File: config.mk
export PLATFORM = sky130hd
export DESIGN_NAME = nrisc_int_ctrl_flat
export DESIGN_NICKNAME = d
export VERILOG_FILES = /design/src/rtl/nrisc_int_ctrl_pkg.sv /design/src/rtl/nrisc_int_ctrl_if.sv /design/src/rtl/nrisc_int_ctrl_sync.sv /design/src/rtl/nrisc_int_ctrl.sv /design/src/flat_wrapper.sv
export SDC_FILE = /design/constraint.sdc
export NUM_CORES = 1
export LEC_CHECK = 0
export BUFFER_PORTS_ARGS = -buffer_cell sky130_fd_sc_hd__buf_2
export CELL_PAD_IN_SITES_DETAIL_PLACEMENT = 0
export CELL_PAD_IN_SITES_GLOBAL_PLACEMENT = 2
export CORE_ASPECT_RATIO = 1.2
export CORE_MARGIN = 4
export CORE_UTILIZATION = 36
export CTS_CLUSTER_DIAMETER = 100
export DETAILED_ROUTE_END_ITERATION = 8
export PLACE_DENSITY = 0.91
export SLEW_MARGIN = 10
export SYNTH_ARGS = -nofsm -noshare
export SYNTH_HDL_FRONTEND = slang
export SYNTH_SLANG_ARGS = --single-unit
File: constraint.sdc
create_clock -name clk -period 3.3 [get_ports clk]
set_input_delay 0.66 -clock clk [delete_from_list [all_inputs] [get_ports clk]]
set_output_delay 0.66 -clock clk [all_outputs]
set_load 0.02 [all_outputs]
File: src/rtl/nrisc_int_ctrl_pkg.sv
// nrisc_int_ctrl_pkg: shared constants for the NRISC interrupt controller.
//   - default register window base and vector base
//   - register word offsets inside the 4-word window
//   - FSM state encoding (also visible to software through STATUS)
//   - lowest-index priority encoder
package nrisc_int_ctrl_pkg;

  localparam logic [15:0] INT_BASE_DFLT = 16'hFF00;
  localparam logic [7:0]  VEC_BASE_DFLT = 8'h00;

  localparam logic [1:0] INT_ENABLE = 2'd0;
  localparam logic [1:0] INT_PEND   = 2'd1;
  localparam logic [1:0] INT_EDGE   = 2'd2;
  localparam logic [1:0] INT_STATUS = 2'd3;

  typedef enum logic [1:0] {
    ST_IDLE    = 2'd0,
    ST_ASSERT  = 2'd1,
    ST_SERVICE = 2'd2
  } state_t;

  // Fixed priority: lowest set bit wins. Scans high to low so the last hit is the lowest.
  function automatic logic [2:0] lowest_idx(input logic [7:0] v);
    lowest_idx = 3'd0;
    for (int i = 7; i >= 0; i--)
      if (v[i]) lowest_idx = 3'(i);
  endfunction

endpackage

File: src/rtl/nrisc_int_ctrl_if.sv
// nrisc_int_ctrl_if: core-side bus of the interrupt controller.
//   D-Data port : DDATA_CORE_addr/in/write/load -> controller, int_rd_data/valid <- controller
//   Interrupt   : INTERRUPT_flag/ch <- controller, int_ack/int_done -> controller
// master = core side, slave = controller side.
interface nrisc_int_ctrl_if #(
  parameter int TAM     = 16,
  parameter int N_DData = 16
);
  logic [N_DData-1:0] DDATA_CORE_addr;
  logic [TAM-1:0]     DDATA_CORE_in;
  logic               DDATA_CORE_write;
  logic               DDATA_CORE_load;
  logic [TAM-1:0]     int_rd_data;
  logic               int_rd_valid;
  logic               INTERRUPT_flag;
  logic [7:0]         INTERRUPT_ch;
  logic               int_ack;
  logic               int_done;

  modport master (
    output DDATA_CORE_addr, DDATA_CORE_in, DDATA_CORE_write, DDATA_CORE_load,
    output int_ack, int_done,
    input  int_rd_data, int_rd_valid, INTERRUPT_flag, INTERRUPT_ch
  );

  modport slave (
    input  DDATA_CORE_addr, DDATA_CORE_in, DDATA_CORE_write, DDATA_CORE_load,
    input  int_ack, int_done,
    output int_rd_data, int_rd_valid, INTERRUPT_flag, INTERRUPT_ch
  );
endinterface

File: src/rtl/nrisc_int_ctrl_sync.sv
// nrisc_int_sync: N-wide 2-flop synchroniser with rising-edge detect.
//   clk, rst   : clock, async active-low reset
//   i_async    : asynchronous request lines
//   o_lvl      : synchronised level (second flop)
//   o_rise     : one-cycle pulse when o_lvl goes 0 -> 1
module nrisc_int_sync #(
  parameter int N = 8
) (
  input  logic         clk,
  input  logic         rst,
  input  logic [N-1:0] i_async,
  output logic [N-1:0] o_lvl,
  output logic [N-1:0] o_rise
);
  logic [N-1:0] r_s1, r_s2, r_s3;

  always_ff @(posedge clk or negedge rst) begin
    if (!rst) begin
      r_s1 <= '0;
      r_s2 <= '0;
      r_s3 <= '0;
    end else begin
      r_s1 <= i_async;
      r_s2 <= r_s1;
      r_s3 <= r_s2;
    end
  end

  // r_s3 only remembers the previous synchronised level for edge detection.
  assign o_lvl  = r_s2;
  assign o_rise = r_s2 & ~r_s3;
endmodule

File: src/rtl/nrisc_int_ctrl.sv
// nrisc_int_ctrl: 8-line fixed-priority interrupt controller for the NRISC core.
//   clk, rst : clock, async active-low reset
//   irq_in   : asynchronous request lines
//   bus      : slave side of nrisc_int_ctrl_if (register window on D-Data,
//              INTERRUPT_flag/ch to the core, int_ack/int_done from the core)
// Registers at INT_BASE+0..3: ENABLE, PENDING (W1C), EDGE_SEL, STATUS.
module nrisc_int_ctrl
  import nrisc_int_ctrl_pkg::*;
#(
  parameter int                 N_IRQ    = 8,
  parameter int                 TAM      = 16,
  parameter int                 N_DData  = 16,
  parameter logic [N_DData-1:0] INT_BASE = INT_BASE_DFLT,
  parameter logic [7:0]         VEC_BASE = VEC_BASE_DFLT
) (
  input  logic              clk,
  input  logic              rst,
  input  logic [N_IRQ-1:0]  irq_in,
  nrisc_int_ctrl_if.slave   bus
);
  logic [N_IRQ-1:0]   w_lvl, w_rise, w_pend_nxt, w_elig, w_wdat;
  logic [N_IRQ-1:0]   r_en, r_pend, r_edge;
  logic [N_DData-1:0] w_off;
  logic [1:0]         w_sel;
  logic               w_hit, w_wr, w_rd, w_ack;
  logic [TAM-1:0]     w_rdat, r_rd_data;
  logic               r_rd_valid;
  state_t             r_st, w_st_nxt;
  logic [2:0]         r_idx, w_idx_nxt;

  nrisc_int_sync #(.N(N_IRQ)) u_sync (
    .clk     (clk),
    .rst     (rst),
    .i_async (irq_in),
    .o_lvl   (w_lvl),
    .o_rise  (w_rise)
  );

  // Unsigned offset from the base: anything below INT_BASE wraps high and misses.
  assign w_off  = bus.DDATA_CORE_addr - INT_BASE;
  assign w_hit  = (w_off < N_DData'(4));
  assign w_sel  = w_off[1:0];
  assign w_wr   = bus.DDATA_CORE_write & w_hit;
  assign w_rd   = bus.DDATA_CORE_load  & w_hit;
  assign w_wdat = bus.DDATA_CORE_in[N_IRQ-1:0];
  assign w_elig = r_pend & r_en;
  assign w_ack  = bus.int_ack && (r_st == ST_ASSERT);

  if (TAM > N_IRQ) begin : g_wunused
    logic w_unused;
    assign w_unused = ^bus.DDATA_CORE_in[TAM-1:N_IRQ];
  end

  // Edge mode: a new rise beats any clear in the same cycle. Level mode follows the line.
  for (genvar i = 0; i < N_IRQ; i++) begin : g_pend
    logic w_clr;
    assign w_clr = (w_wr && (w_sel == INT_PEND) && w_wdat[i]) ||
                   (w_ack && (r_idx == 3'(i)));
    assign w_pend_nxt[i] = r_edge[i] ? (w_rise[i] | (r_pend[i] & ~w_clr)) : w_lvl[i];
  end

  always_comb begin
    w_st_nxt  = r_st;
    w_idx_nxt = r_idx;
    unique case (r_st)
      ST_IDLE:    if (|w_elig) begin
                    w_st_nxt  = ST_ASSERT;
                    w_idx_nxt = lowest_idx(8'(w_elig));
                  end
      ST_ASSERT:  if (bus.int_ack)  w_st_nxt = ST_SERVICE;
      ST_SERVICE: if (bus.int_done) w_st_nxt = ST_IDLE;
      default:    w_st_nxt = ST_IDLE;
    endcase
  end

  // Read mux sees the current (pre-store) register values.
  always_comb begin
    w_rdat = '0;
    case (w_sel)
      INT_ENABLE: w_rdat[N_IRQ-1:0] = r_en;
      INT_PEND:   w_rdat[N_IRQ-1:0] = r_pend;
      INT_EDGE:   w_rdat[N_IRQ-1:0] = r_edge;
      INT_STATUS: w_rdat[9:0]       = {r_st, 5'b0, r_idx};
      default:    w_rdat = '0;
    endcase
  end

  always_ff @(posedge clk or negedge rst) begin
    if (!rst) begin
      r_en       <= '0;
      r_pend     <= '0;
      r_edge     <= '0;
      r_st       <= ST_IDLE;
      r_idx      <= '0;
      r_rd_valid <= 1'b0;
      r_rd_data  <= '0;
    end else begin
      r_pend     <= w_pend_nxt;
      r_st       <= w_st_nxt;
      r_idx      <= w_idx_nxt;
      if (w_wr && (w_sel == INT_ENABLE)) r_en   <= w_wdat;
      if (w_wr && (w_sel == INT_EDGE))   r_edge <= w_wdat;
      r_rd_valid <= w_rd;
      r_rd_data  <= w_rd ? w_rdat : '0;
    end
  end

  // Flag is purely a function of state, so it stays stable for all of ASSERT.
  assign bus.INTERRUPT_flag = (r_st == ST_ASSERT);
  assign bus.INTERRUPT_ch   = VEC_BASE + {5'b0, r_idx};
  assign bus.int_rd_data    = r_rd_data;
  assign bus.int_rd_valid   = r_rd_valid;
endmodule

File: src/flat_wrapper.sv
// flat-port wrapper written by rule: the top's interface ports become plain ports
module nrisc_int_ctrl_flat import nrisc_int_ctrl_pkg::*;
#(
  parameter int                 N_IRQ    = 8,
  parameter int                 TAM      = 16,
  parameter int                 N_DData  = 16,
  parameter logic [N_DData-1:0] INT_BASE = INT_BASE_DFLT,
  parameter logic [7:0]         VEC_BASE = VEC_BASE_DFLT
)
  (clk, rst, irq_in, bus_DDATA_CORE_addr, bus_DDATA_CORE_in, bus_DDATA_CORE_write, bus_DDATA_CORE_load, bus_int_ack, bus_int_done, bus_int_rd_data, bus_int_rd_valid, bus_INTERRUPT_flag, bus_INTERRUPT_ch);
  nrisc_int_ctrl_if #(.TAM(TAM), .N_DData(N_DData)) bus_i ();
  input  logic clk;
  input  logic rst;
  input  logic [N_IRQ-1:0] irq_in;
  input wire logic [$bits(bus_i.DDATA_CORE_addr)-1:0] bus_DDATA_CORE_addr;
  input wire logic [$bits(bus_i.DDATA_CORE_in)-1:0] bus_DDATA_CORE_in;
  input wire logic [$bits(bus_i.DDATA_CORE_write)-1:0] bus_DDATA_CORE_write;
  input wire logic [$bits(bus_i.DDATA_CORE_load)-1:0] bus_DDATA_CORE_load;
  input wire logic [$bits(bus_i.int_ack)-1:0] bus_int_ack;
  input wire logic [$bits(bus_i.int_done)-1:0] bus_int_done;
  output wire logic [$bits(bus_i.int_rd_data)-1:0] bus_int_rd_data;
  output wire logic [$bits(bus_i.int_rd_valid)-1:0] bus_int_rd_valid;
  output wire logic [$bits(bus_i.INTERRUPT_flag)-1:0] bus_INTERRUPT_flag;
  output wire logic [$bits(bus_i.INTERRUPT_ch)-1:0] bus_INTERRUPT_ch;
  assign bus_i.DDATA_CORE_addr = bus_DDATA_CORE_addr;
  assign bus_i.DDATA_CORE_in = bus_DDATA_CORE_in;
  assign bus_i.DDATA_CORE_write = bus_DDATA_CORE_write;
  assign bus_i.DDATA_CORE_load = bus_DDATA_CORE_load;
  assign bus_i.int_ack = bus_int_ack;
  assign bus_i.int_done = bus_int_done;
  assign bus_int_rd_data = bus_i.int_rd_data;
  assign bus_int_rd_valid = bus_i.int_rd_valid;
  assign bus_INTERRUPT_flag = bus_i.INTERRUPT_flag;
  assign bus_INTERRUPT_ch = bus_i.INTERRUPT_ch;
  nrisc_int_ctrl #(.N_IRQ(N_IRQ), .TAM(TAM), .N_DData(N_DData), .INT_BASE(INT_BASE), .VEC_BASE(VEC_BASE)) u_core (.clk(clk), .rst(rst), .irq_in(irq_in), .bus(bus_i));
endmodule
==> results of run 1 <==
-- registers in the layout, summed over array words and instances (netlist names) --
| register | count |
|---|---|
| u_core.u_sync.r_s3 | 8 |
| u_core.r_en | 8 |
| u_core.u_sync.r_s1 | 8 |
| u_core.r_pend | 8 |
| u_core.bus.int_rd_valid | 1 |
| u_core.r_st | 2 |
| u_core.r_edge | 8 |
| u_core.u_sync.o_lvl | 8 |
| u_core.r_idx | 3 |
| u_core.bus.int_rd_data | 10 |
-- power by group through the flow --
| stage | Combinational, mW | Sequential [mW] | Clock, mW |
|---|---|---|---|
| 3_5_place_dp | 0.0902 | 0.834 | 0 |
| 6_report | 0.0886 | 0.820 | 0.670 |
| 5_1_grt | 0.0984 | 0.821 | 0.730 |
| 4_1_cts | 0.0903 | 0.819 | 0.695 |
| 3_3_place_gp | 0.0879 | 0.833 | 0 |
| 2_1_floorplan | 0.0503 | 0.831 | 0 |
-- worst max-delay path: stages --
cell	delay (ns)
buf_2	0.10
nor4b_2	0.30
and4_1	0.25
and4bb_1	0.51
mux2_1	0.37
-- placed cells by master (no fill, tap or decap), drive strengths merged, types with 4 or more instances in the layout --
cell | Yosys | final
dfrtp | 64 | 64
buf | 14 | 55
nand2 | 26 | 26
mux2 | 16 | 16
a21oi | 15 | 15
nor2 | 14 | 14
clkbuf | 3 | 13
conb | 1 | 11
nand4 | 10 | 10
a22o | 8 | 8
nor2b | 7 | 7
mux2i | 5 | 5
a22oi | 4 | 4
-- metal layers --
layer / track usage / vias to the layer above
met1: 0.173 / 897
met3: 0.0274 / 12
met2: 0.216 / 46
li1: - / 869
met4: 0.0767 / 0
met5: 0 / -
-- final timing paths --
kind	from	to	cells past startpoint	slack, ns
max in group asynchronous	rst	u_core.r_pend[2]$_DFF_PN0_	2	2.29
setup / recovery	bus_DDATA_CORE_addr[6]	u_core.r_en[0]$_DFFE_PN0P_	5	1.32
min in group asynchronous	rst	u_core.r_edge[7]$_DFFE_PN0P_	2	0.49
hold reg to reg	u_core.u_sync.r_s1[6]$_DFF_PN0_	u_core.u_sync.o_lvl[6]$_DFF_PN0_	0	0.35
setup reg to reg	u_core.r_st[0]$_DFFE_PN0P_	u_core.r_pend[2]$_DFF_PN0_	4	1.91
hold / removal	u_core.u_sync.r_s1[6]$_DFF_PN0_	u_core.u_sync.o_lvl[6]$_DFF_PN0_	0	0.35
-- cell families after synthesis --
logic type / Yosys count
mux: 24
flops: 64
simple gates: 71
buf+inv: 19
compound gates: 36
other cells: 1
-- final cells by class --
| cell class | count | area, sq um | share of cell area |
|---|---|---|---|
| clock buffers | 13 | 159 | 0.0501 |
| clock inverters | 3 | 40.0 | 0.0126 |
| repair buffers | 55 | 283 | 0.0891 |
| well taps | 90 | 113 | 0.0355 |
| inverters | 2 | 7.51 | 0.00237 |
| multi-input cells | 142 | 971 | 0.306 |
| flip-flops and latches | 64 | 1600 | 0.505 |
-- stage by stage --
step                instance area [sq um]  utilization
CTS                                  3170        0.439
finish                               3170        0.439
global placement                     2980        0.411
detailed placement                   2980        0.411
floorplan                            2690            -
global route                         3170        0.439
==> summary.txt, run 1 <==
Floorplan
  • Die area: 8820 sq um
  • Die height: 102 um
  • Core ar.: 7230 sq um
  • I/O pin count: 72
  • Die Width: 86.4 um
  • Starting Density: 0.367
  • Row Count: 34

Synthesis
  • Synth Area in Compound Gates: 0.0905
  • Avg Synthesized Cell Area: 12.3 sq um
  • Number of synthesized flops with an enable pin: 0
  • Ys Warns: 0
  • Top cells by area, synth: dfrtp_1, mux2_1, buf_4
  • Post-Synth Adder-Cell Area: 0
  • Synth Area in XOR/XNOR: 0
  • Synthesized area: 2660 sq um
  • Register area share after synthesis: 0.603
  • Synth area leader: dfrtp_1
  • Synth top cells by count: dfrtp_1, nand2_1, a21oi_1
  • Synthesized instance count: 215
  • Synth Flop Type: dfrtp_1
  • Asr flop ratio synth: 1.00
  • Top-area cell type share of the netlist area: 0.603
  • Post-synth cell types: 31
  • Mux share of post-synthesis cell area: 0.112
  • Simple-gate area share of the yosys netlist: 0.148
  • Top-count cell post-synth: dfrtp_1
  • FF+latch count, synth: 64
  • Largest family of logic cells by synthesized area: simple AND/OR/NAND/NOR gates

Power and ir drop
  • Sw power: 0.351 mW
  • Worst VDD drop: 231 uV
  • Seq pwr share: 0.519
  • Leak: 1.59 nW
  • Final Power: 1.58 mW
  • Comb pwr share: 0.056
  • PD cells: 497 nW/um^2
  • Clock power share: 0.424
  • Sw Ratio: 0.223
  • Total internal power: 1.23 mW

Clock tree
  • # Post-CTS Setup Buffers: 0
  • CTS clk-pin slew, worst paths: 0.06 ns
  • Num CTS Buffers: 9
  • Root Buffer: clkbuf_8
  • Clock Latency Late Sink: 0.33 ns
  • CTS tree: built
  • Cts hold-fix bufs: 0
  • Post-CTS Resized: 0
  • Htree depth: 3
  • Clock sink count: 64
  • Bufs on Longest Clock Path: 2

STA
  • F_max: 505 MHz
  • Max Slew Vio Count: 0
  • Setup TNS: 0 ns
  • Worst clock skew: 0.00461 ns
  • Slew HR: 0.471
  • Hold Violations, Final: 0
  • Setup-failing EPs final: 0
  • Smallest hold slack: 0.346 ns
  • Period minus WS final: 1.98 ns
  • Final period util: 0.600
  • RSZ-0062 raised after global routing: no
  • Slew @ Worst Pin: 0.793 ns
  • Final setup margin: 1.32 ns

Critical path
  • Crit. End Element: flop
  • Worst setup SP type: input port
  • Arrival time at the worst endpoint: 2.20 ns
  • Max FO, Critical Path: 8
  • Critical path class: input port to flop
  • Critical path required time: 3.52 ns

Placement
  • Port bufs: 52
  • # placed instances: 353
  • Dpl hpwl: 3940 um
  • Final GP Congestion: 0.827
  • Dpl ws: 0.949 ns

Global routing
  • Gr usage total: 0.136
  • First-pass GRT wire length: 9030 um
  • Antenna violations before repair: 0
  • Vias in the first global route: 1811
  • Grt ovf: 0
  • Largest net degree at the start of global routing: 65

Run
  • Maxcap violations: 0

Route
  • Initial drt markers: 77
  • 1st-pass router iterations: 4
  • Post-DR wirelength/cell: 15.2 um
  • Post-DRT Antenna Nets: 0
  • Vias: 1824
  • Top Metal Used: met4
  • Final WL: 5600 um
  • Number of remaining DRC errors: 0
  • Met3 WL post-DR: 271 um
  • Vias per cell: 4.94
  • DRT met1 WL: 2440 um
  • Routed wl met2: 2750 um

Layout
  • Post-Layout Cell Count: 369
  • Area Growth Syn to Fin: 19.6%
  • Layout cells sized above 1: 0.276
  • # diodes: 0
  • Fillers: 705
  • Nets: 320

Hold path
  • Tightest Hold Check Type: flop to flop

Run status
  • Status: completed
Power figures use the tool's default switching activity.
==> run 2, diff against run 1 <==
--- a/config.mk
+++ b/config.mk
@@ -5,15 +5,16 @@
 export SDC_FILE = /design/constraint.sdc
 export NUM_CORES = 1
 export LEC_CHECK = 0
+export ABC_AREA = 1
 export BUFFER_PORTS_ARGS = -buffer_cell sky130_fd_sc_hd__buf_2
 export CELL_PAD_IN_SITES_DETAIL_PLACEMENT = 0
 export CELL_PAD_IN_SITES_GLOBAL_PLACEMENT = 2
 export CORE_ASPECT_RATIO = 1.2
 export CORE_MARGIN = 4
-export CORE_UTILIZATION = 36
+export CORE_UTILIZATION = 31
 export CTS_CLUSTER_DIAMETER = 100
 export DETAILED_ROUTE_END_ITERATION = 8
-export PLACE_DENSITY = 0.91
+export PLACE_DENSITY = 0.86
 export SLEW_MARGIN = 10
 export SYNTH_ARGS = -nofsm -noshare
 export SYNTH_HDL_FRONTEND = slang
==> constraint.sdc (replaced) <==
create_clock -name clk -period 2.1 [get_ports clk]
set_input_delay 0.42 -clock clk [delete_from_list [all_inputs] [get_ports clk]]
set_output_delay 0.42 -clock clk [all_outputs]
set_load 0.02 [all_outputs]
==> summary.txt, run 2 <==
Run status
  • Status: completed

STA
  • Smallest hold slack: 0.0809 ns (-0.266 ns)
  • Period minus WS final: 1.51 ns
  • Max Slew Vio Count: 0 (unchanged)
  • RSZ-0062 raised after global routing: no
  • Final period util: 0.717
  • Worst clock skew: 0.00919 ns (+0.00458 ns)
  • Final setup margin: 0.593 ns (-0.726 ns)
  • Setup TNS: 0 ns (unchanged)
  • F_max: 664 MHz
  • Setup-failing EPs final: 0 (unchanged)
  • Hold Violations, Final: 0 (unchanged)

Synthesis
  • Synth area leader: dfrtp_1
  • Synthesized instance count: 309 (+44%)
  • Avg Synthesized Cell Area: 9.10 sq um (-26%)
  • Post-synth cell types: 27 (-13%)
  • FF+latch count, synth: 64 (unchanged)
  • Synth top cells by count: nand2_1, dfrtp_1, nor2_1
  • Top-count cell post-synth: nand2_1
  • Number of synthesized flops with an enable pin: 0 (unchanged)
  • Top cells by area, synth: dfrtp_1, nand2_1, nor2_1
  • Synth Flop Type: dfrtp_1
  • Ys Warns: 0 (unchanged)
  • Asr flop ratio synth: 1.00 (unchanged)
  • Top-area cell type share of the netlist area: 0.570 (-0.0336)
  • Register area share after synthesis: 0.570 (-0.0336)
  • Synthesized area: 2810 sq um (+5.9%)

Floorplan
  • I/O pin count: 72 (unchanged)
  • Die Width: 94.9 um (+9.9%)
  • Die area: 10700 sq um (+21%)
  • Die height: 112 um (+10%)
  • Row Count: 37 (+8.8%)
  • Starting Density: 0.323 (-0.0441)
  • Core ar.: 8700 sq um (+20%)

Placement
  • Placed instance area: 3170 sq um (+6.6%)
  • Port bufs: 52 (unchanged)
  • Final GP Congestion: 0.782 (-5.4%)
  • Dpl hpwl: 4360 um (+11%)
  • Dpl ws: 0.537 ns (-0.411 ns)

Layout
  • Max FFs per register: 10 (unchanged)
  • Most frequent cells in the layout: nand2_1, dfrtp_1, buf_2, nor2_1, inv_1
  • # diodes: 0 (unchanged)
  • Layout cells sized above 1: 0.267 (-0.00932)
  • Fillers: 925 (+31%)
  • Final instance area: 3390 sq um (+6.9%)
  • Commonest non-fill, non-tap cell in the layout: nand2_1
  • Nets: 416 (+30%)
  • Area Growth Syn to Fin: 20.6%

Critical path
  • Critical path required time: 1.68 ns (-1.84 ns)
  • Critical path class: flop to output port
  • Max FO, Critical Path: 4 (-4)
  • Crit. End Element: output port
  • Worst setup SP type: flop
  • Arrival time at the worst endpoint: 1.09 ns (-1.11 ns)

Clock tree
  • Post-CTS Resized: 0 (unchanged)
  • Num CTS Buffers: 9 (unchanged)
  • Htree depth: 3 (unchanged)
  • # Post-CTS Setup Buffers: 0 (unchanged)
  • Cts hold-fix bufs: 0 (unchanged)
  • CTS tree: built
  • Clock sink count: 64 (unchanged)
  • Bufs on Longest Clock Path: 2 (unchanged)
  • CTS clk-pin slew, worst paths: 0.07 ns (about the same)
  • Clock Latency Late Sink: 0.34 ns (about the same)
  • Root Buffer: clkbuf_8

Run
  • Maxcap violations: 0 (unchanged)

Global routing
  • Met2 Usage GRT: 0.187 (-0.0289)
  • Largest net degree at the start of global routing: 65 (unchanged)
  • Gr usage total: 0.123 (-0.0130)
  • First-pass GRT wire length: 9810 um (+8.7%)
  • GR peak layer: met2
  • M1 GR Usage: 0.153 (-0.0197)
  • Grt ovf: 0 (unchanged)
  • Vias in the first global route: 2028 (+12%)
  • M3 GR Usage: 0.0436 (+0.0161)
  • Antenna violations before repair: 0 (unchanged)

Route
  • Vias: 2073 (+14%)
  • Final WL: 5960 um (+6.4%)
  • Initial drt markers: 90 (+17%)
  • Number of remaining DRC errors: 0 (unchanged)
  • Vias per cell: 4.21 (-15%)
  • 1st-pass router iterations: 4 (unchanged)
  • Post-DRT Antenna Nets: 0 (unchanged)
  • Post-DR wirelength/cell: 12.1 um (-20%)

Power and ir drop
  • Worst VDD drop: 310 uV (+34%)
  • Final Power: 2.59 mW (+64%)
  • PD cells: 764 nW/um^2 (+54%)
  • Leak: 1.72 nW (+8.3%)

Hold path
  • Tightest Hold Check Type: input port to asynchronous set/reset pin
[run 2: cell types whose count changed after synthesis, moves of 4 or more]
cell     change
o21ai_2      +4
nor2b_1      -7
mux2_1      -14
a22o_1       -8
mux2i_1      -5
nand2_1     +84
nor2_2       +8
a22oi_1      -4
a21oi_1      -7
inv_1       +15
o21ai_1     +13
nor4_1       +8
nor2_1       +9
inv_2        +7
[run 2: cell type report]
| type | instances | area [sq um] | share of cell area |
|---|---|---|---|
| clock buffer | 10 | 138 | 0.0406 |
| clock inverter | 6 | 82.6 | 0.0243 |
| inverter | 24 | 90.1 | 0.0266 |
| multi-input combinational | 215 | 1030 | 0.304 |
| sequential | 64 | 1600 | 0.472 |
| tap | 117 | 146 | 0.0432 |
| timing repair buffer | 56 | 303 | 0.0893 |
[run 2: routing by layer]
layer	vias to the layer above	wire length, um	share of wire
met2	61	2720	0.46
met5	-	0	0
met4	0	118	0.020
met3	8	391	0.066
li1	1091	-	-
met1	913	2740	0.46
[run 2: through the flow]
| stage | util | std cells |
|---|---|---|
| detailed placement | 0.364 | 476 |
| CTS | 0.390 | 492 |
| floorplan | - | 319 |
| global route | 0.390 | 492 |
| global placement | 0.364 | 476 |
| finish | 0.390 | 492 |
[run 2: logic make-up after synthesis]
| logic type | count (synthesis) | synth area share |
|---|---|---|
| other | 1 | 0.00133 |
| and+or+nand+nor | 172 | 0.283 |
| AOI/OAI and AO/OA | 32 | 0.0690 |
| buffers and inverters | 40 | 0.0770 |
| DFF | 64 | 0.570 |
[run 2: power by group]
group,internal (mW),switching [mW]
clock network,0.694,0.470
logic,0.0472,0.102
registers,1.26,0.0148
[run 2: critical path, stage by stage (launching register included)]
cell and delay (ns):
dfrtp_1 0.40, inv_1 0.14, nor2_1 0.05, buf_2 0.15
[run 2: worst paths after layout]
path,from,slack (ns),depth (start not counted),to
worst max-delay path,u_core.r_st[0]$_DFFE_PN0P_,0.59,3,bus_INTERRUPT_flag
worst min-delay path,rst,0.08,2,u_core.r_pend[3]$_DFF_PN0_
worst max register to register,u_core.r_st[1]$_DFFE_PN0P_,0.66,6,u_core.r_pend[3]$_DFF_PN0_
worst min register to register,u_core.u_sync.r_s1[7]$_DFF_PN0_,0.35,0,u_core.u_sync.o_lvl[7]$_DFF_PN0_
max in group asynchronous,rst,1.74,2,u_core.bus.int_rd_data[8]$_DFF_PN0_
min in group clk,irq_in[5],0.18,1,u_core.u_sync.r_s1[5]$_DFF_PN0_
==> run 3, diff against run 2 <==
==> constraint.sdc (replaced) <==
create_clock -name clk -period 1.5 [get_ports clk]
set_input_delay 0.3 -clock clk [delete_from_list [all_inputs] [get_ports clk]]
set_output_delay 0.3 -clock clk [all_outputs]
set_load 0.02 [all_outputs]
==> summary.txt, run 3 (same netlist as run 2, synthesis figures left out) <==
Clock tree
  • Clock Latency Late Sink: 0.34 ns (about the same)
  • Htree depth: 3 (unchanged)
  • Root Buffer: clkbuf_8
  • Num CTS Buffers: 9 (unchanged)
  • Clock sink count: 64 (unchanged)
  • Bufs on Longest Clock Path: 2 (unchanged)
  • CTS clk-pin slew, worst paths: 0.07 ns (about the same)
  • CTS tree: built

STA
  • Hold Violations, Final: 0 (unchanged)
  • Smallest hold slack: 0.0598 ns (-0.0210 ns)
  • Worst clock skew: 0.00719 ns (-0.00200 ns)
  • Final period util: 0.931
  • Max Slew Vio Count: 0 (unchanged)
  • Period minus WS final: 1.40 ns
  • F_max: 716 MHz
  • RSZ-0062 raised after global routing: no
  • Setup-failing EPs final: 0 (unchanged)

Critical path
  • CP bufs+invs: 2 (unchanged)
  • Crit path max-delay family: flip-flops
  • Critical path required time: 1.20 ns (-0.48 ns)
  • Arrival time at the worst endpoint: 1.10 ns (about the same)
  • Worst setup SP type: flop
  • Critical path class: flop to output port
  • Ordered cell list for the critical path: buf_4 -> nor2_2 -> buf_4
  • Crit. End Element: output port
  • Max FO, Critical Path: 3 (-1)
  • Reg2reg start: u_core.r_idx[2]$_DFFE_PN0P_
  • Worst Setup SP: u_core.r_st[1]$_DFFE_PN0P_
  • Worst path max stage delay: 0.39 ns (about the same)
  • Crit-path most repeated cell: buf_4
  • Crit path max-delay cell type: dfrtp_1

Run status
  • Status: completed

Floorplan
  • Die height: 112 um (unchanged)
  • Core ar.: 8700 sq um (unchanged)
  • Die area: 10700 sq um (unchanged)
  • Die Width: 94.9 um (unchanged)
  • Starting Density: 0.323 (unchanged)
  • Row Count: 37 (unchanged)
  • I/O pin count: 72 (unchanged)

Layout
  • Area Growth Syn to Fin: 24.1%
  • Layout cells sized above 1: 0.279 (+0.0127)
  • Max FFs per register: 10 (unchanged)
  • Most frequent cells in the layout: nand2_1, dfrtp_1, buf_2, nor2_1, inv_1
  • Post-Layout Cell Count: 500 (+1.6%)
  • Commonest non-fill, non-tap cell in the layout: nand2_1
  • Final instance area: 3490 sq um (+2.9%)
  • Nets: 424 (+1.9%)
  • Layout Utilization: 0.401 (+0.0112)
  • # diodes: 0 (unchanged)

Power and ir drop
  • Worst VDD drop: 363 uV (+17%)
  • PD cells: 1030 nW/um^2 (+35%)
  • Leak: 1.77 nW (+2.7%)

Hold path
  • Tightest Hold Check Type: input port to flop
  • HP Start: irq_in[7]

Placement
  • Dpl hpwl: 4400 um (+0.86%)
  • # placed instances: 482 (+1.3%)
  • Placed instance area: 3240 sq um (+2.2%)
  • Port bufs: 52 (unchanged)
  • Final GP Congestion: 0.793 (+1.3%)

Global routing
  • Gr usage total: 0.126 (+0.00344)
  • Met2 Usage GRT: 0.197 (+0.00941)
  • Antenna violations before repair: 0 (unchanged)
  • Vias in the first global route: 2087 (+2.9%)
  • M1 GR Usage: 0.157 (+0.00371)
  • GR peak layer: met2
  • First-pass GRT wire length: 10100 um (+3.3%)
  • Largest net degree at the start of global routing: 65 (unchanged)
  • M3 GR Usage: 0.0429 (-0.000670)
  • Grt ovf: 0 (unchanged)

Route
  • Vias per cell: 4.28 (+1.6%)
  • Initial drt markers: 105 (+17%)
  • Vias: 2141 (+3.3%)
  • Post-DR wirelength/cell: 12.1 um (-0.35%)
  • Post-DRT Antenna Nets: 0 (unchanged)
  • Number of remaining DRC errors: 0 (unchanged)
  • Final WL: 6040 um (+1.3%)
  • 1st-pass router iterations: 4 (unchanged)

Run
  • Maxcap violations: 0 (unchanged)
==> run 3: changes by cell type in the layout (fill, tap and decap cells not counted), moves of 2 or more <==
cell      before  now
clkinv_2       3    1
buf_12         1    3
buf_4          3    9
clkbuf_1       0    3
==> run 3: routing by layer <==
metal  part of all wire  vias up
met4              0.018        0
met5                  0        -
li1                   -     1111
met3              0.071        8
met1               0.44      963
met2               0.47       59
==> run 3: what timing repair did <==
action,in CTS,in global routing
hold buffers,1,0
endpoints found under the setup margin,1,6
hold endpoints to repair,64,0
resized for setup,1,3
buffers inserted,0,1
pin swaps,0,0
==> run 3: area by class of cell <==
type                       instances  area [sq um]
fill                             929          5210
inverter                          24          90.1
clock inverter                     3          65.1
clock buffer                      13           149
sequential                        64          1600
timing repair buffer              64           393
tap                              117           146
multi-input combinational        215          1040
==> run 3: through the flow <==
stage	worst slack [ns]	setup TNS [ns]	total power, mW
floorplan	0.312	0	1.93
global placement	-0.0319	-0.0319	2.04
detailed placement	-0.0303	-0.0303	2.05
CTS	0.00130	0	3.68
global route	0.0208	0	3.79
finish	0.104	0	3.61
==> run 3: path summary, 6_finish.rpt <==
kind / slack, ns / cells after the start / to
max in group asynchronous: 0.73 / 3 / u_core.bus.int_rd_data[9]$_DFF_PN0_
hold / removal: 0.06 / 1 / u_core.u_sync.r_s1[7]$_DFF_PN0_
hold reg to reg: 0.35 / 0 / u_core.u_sync.o_lvl[2]$_DFF_PN0_
min in group asynchronous: 0.49 / 3 / u_core.u_sync.r_s3[4]$_DFF_PN0_
setup reg to reg: 0.14 / 6 / u_core.r_pend[4]$_DFF_PN0_
setup / recovery: 0.10 / 3 / bus_INTERRUPT_flag
==> run 3: worst register-to-register path: cells and delay by family, from the launching register on <==
kind          cells  cell delay, ns
flops             1            0.48
buf+inv           2            0.28
simple gates      4            0.49
==> run 3: report_power, final <==
part | internal [mW] | leakage [nW] | switching [mW]
combinational | 0.0733 | 0.838 | 0.145
clock | 0.981 | 0.108 | 0.615
sequential | 1.77 | 0.820 | 0.0212
total | 2.82 | 1.77 | 0.781
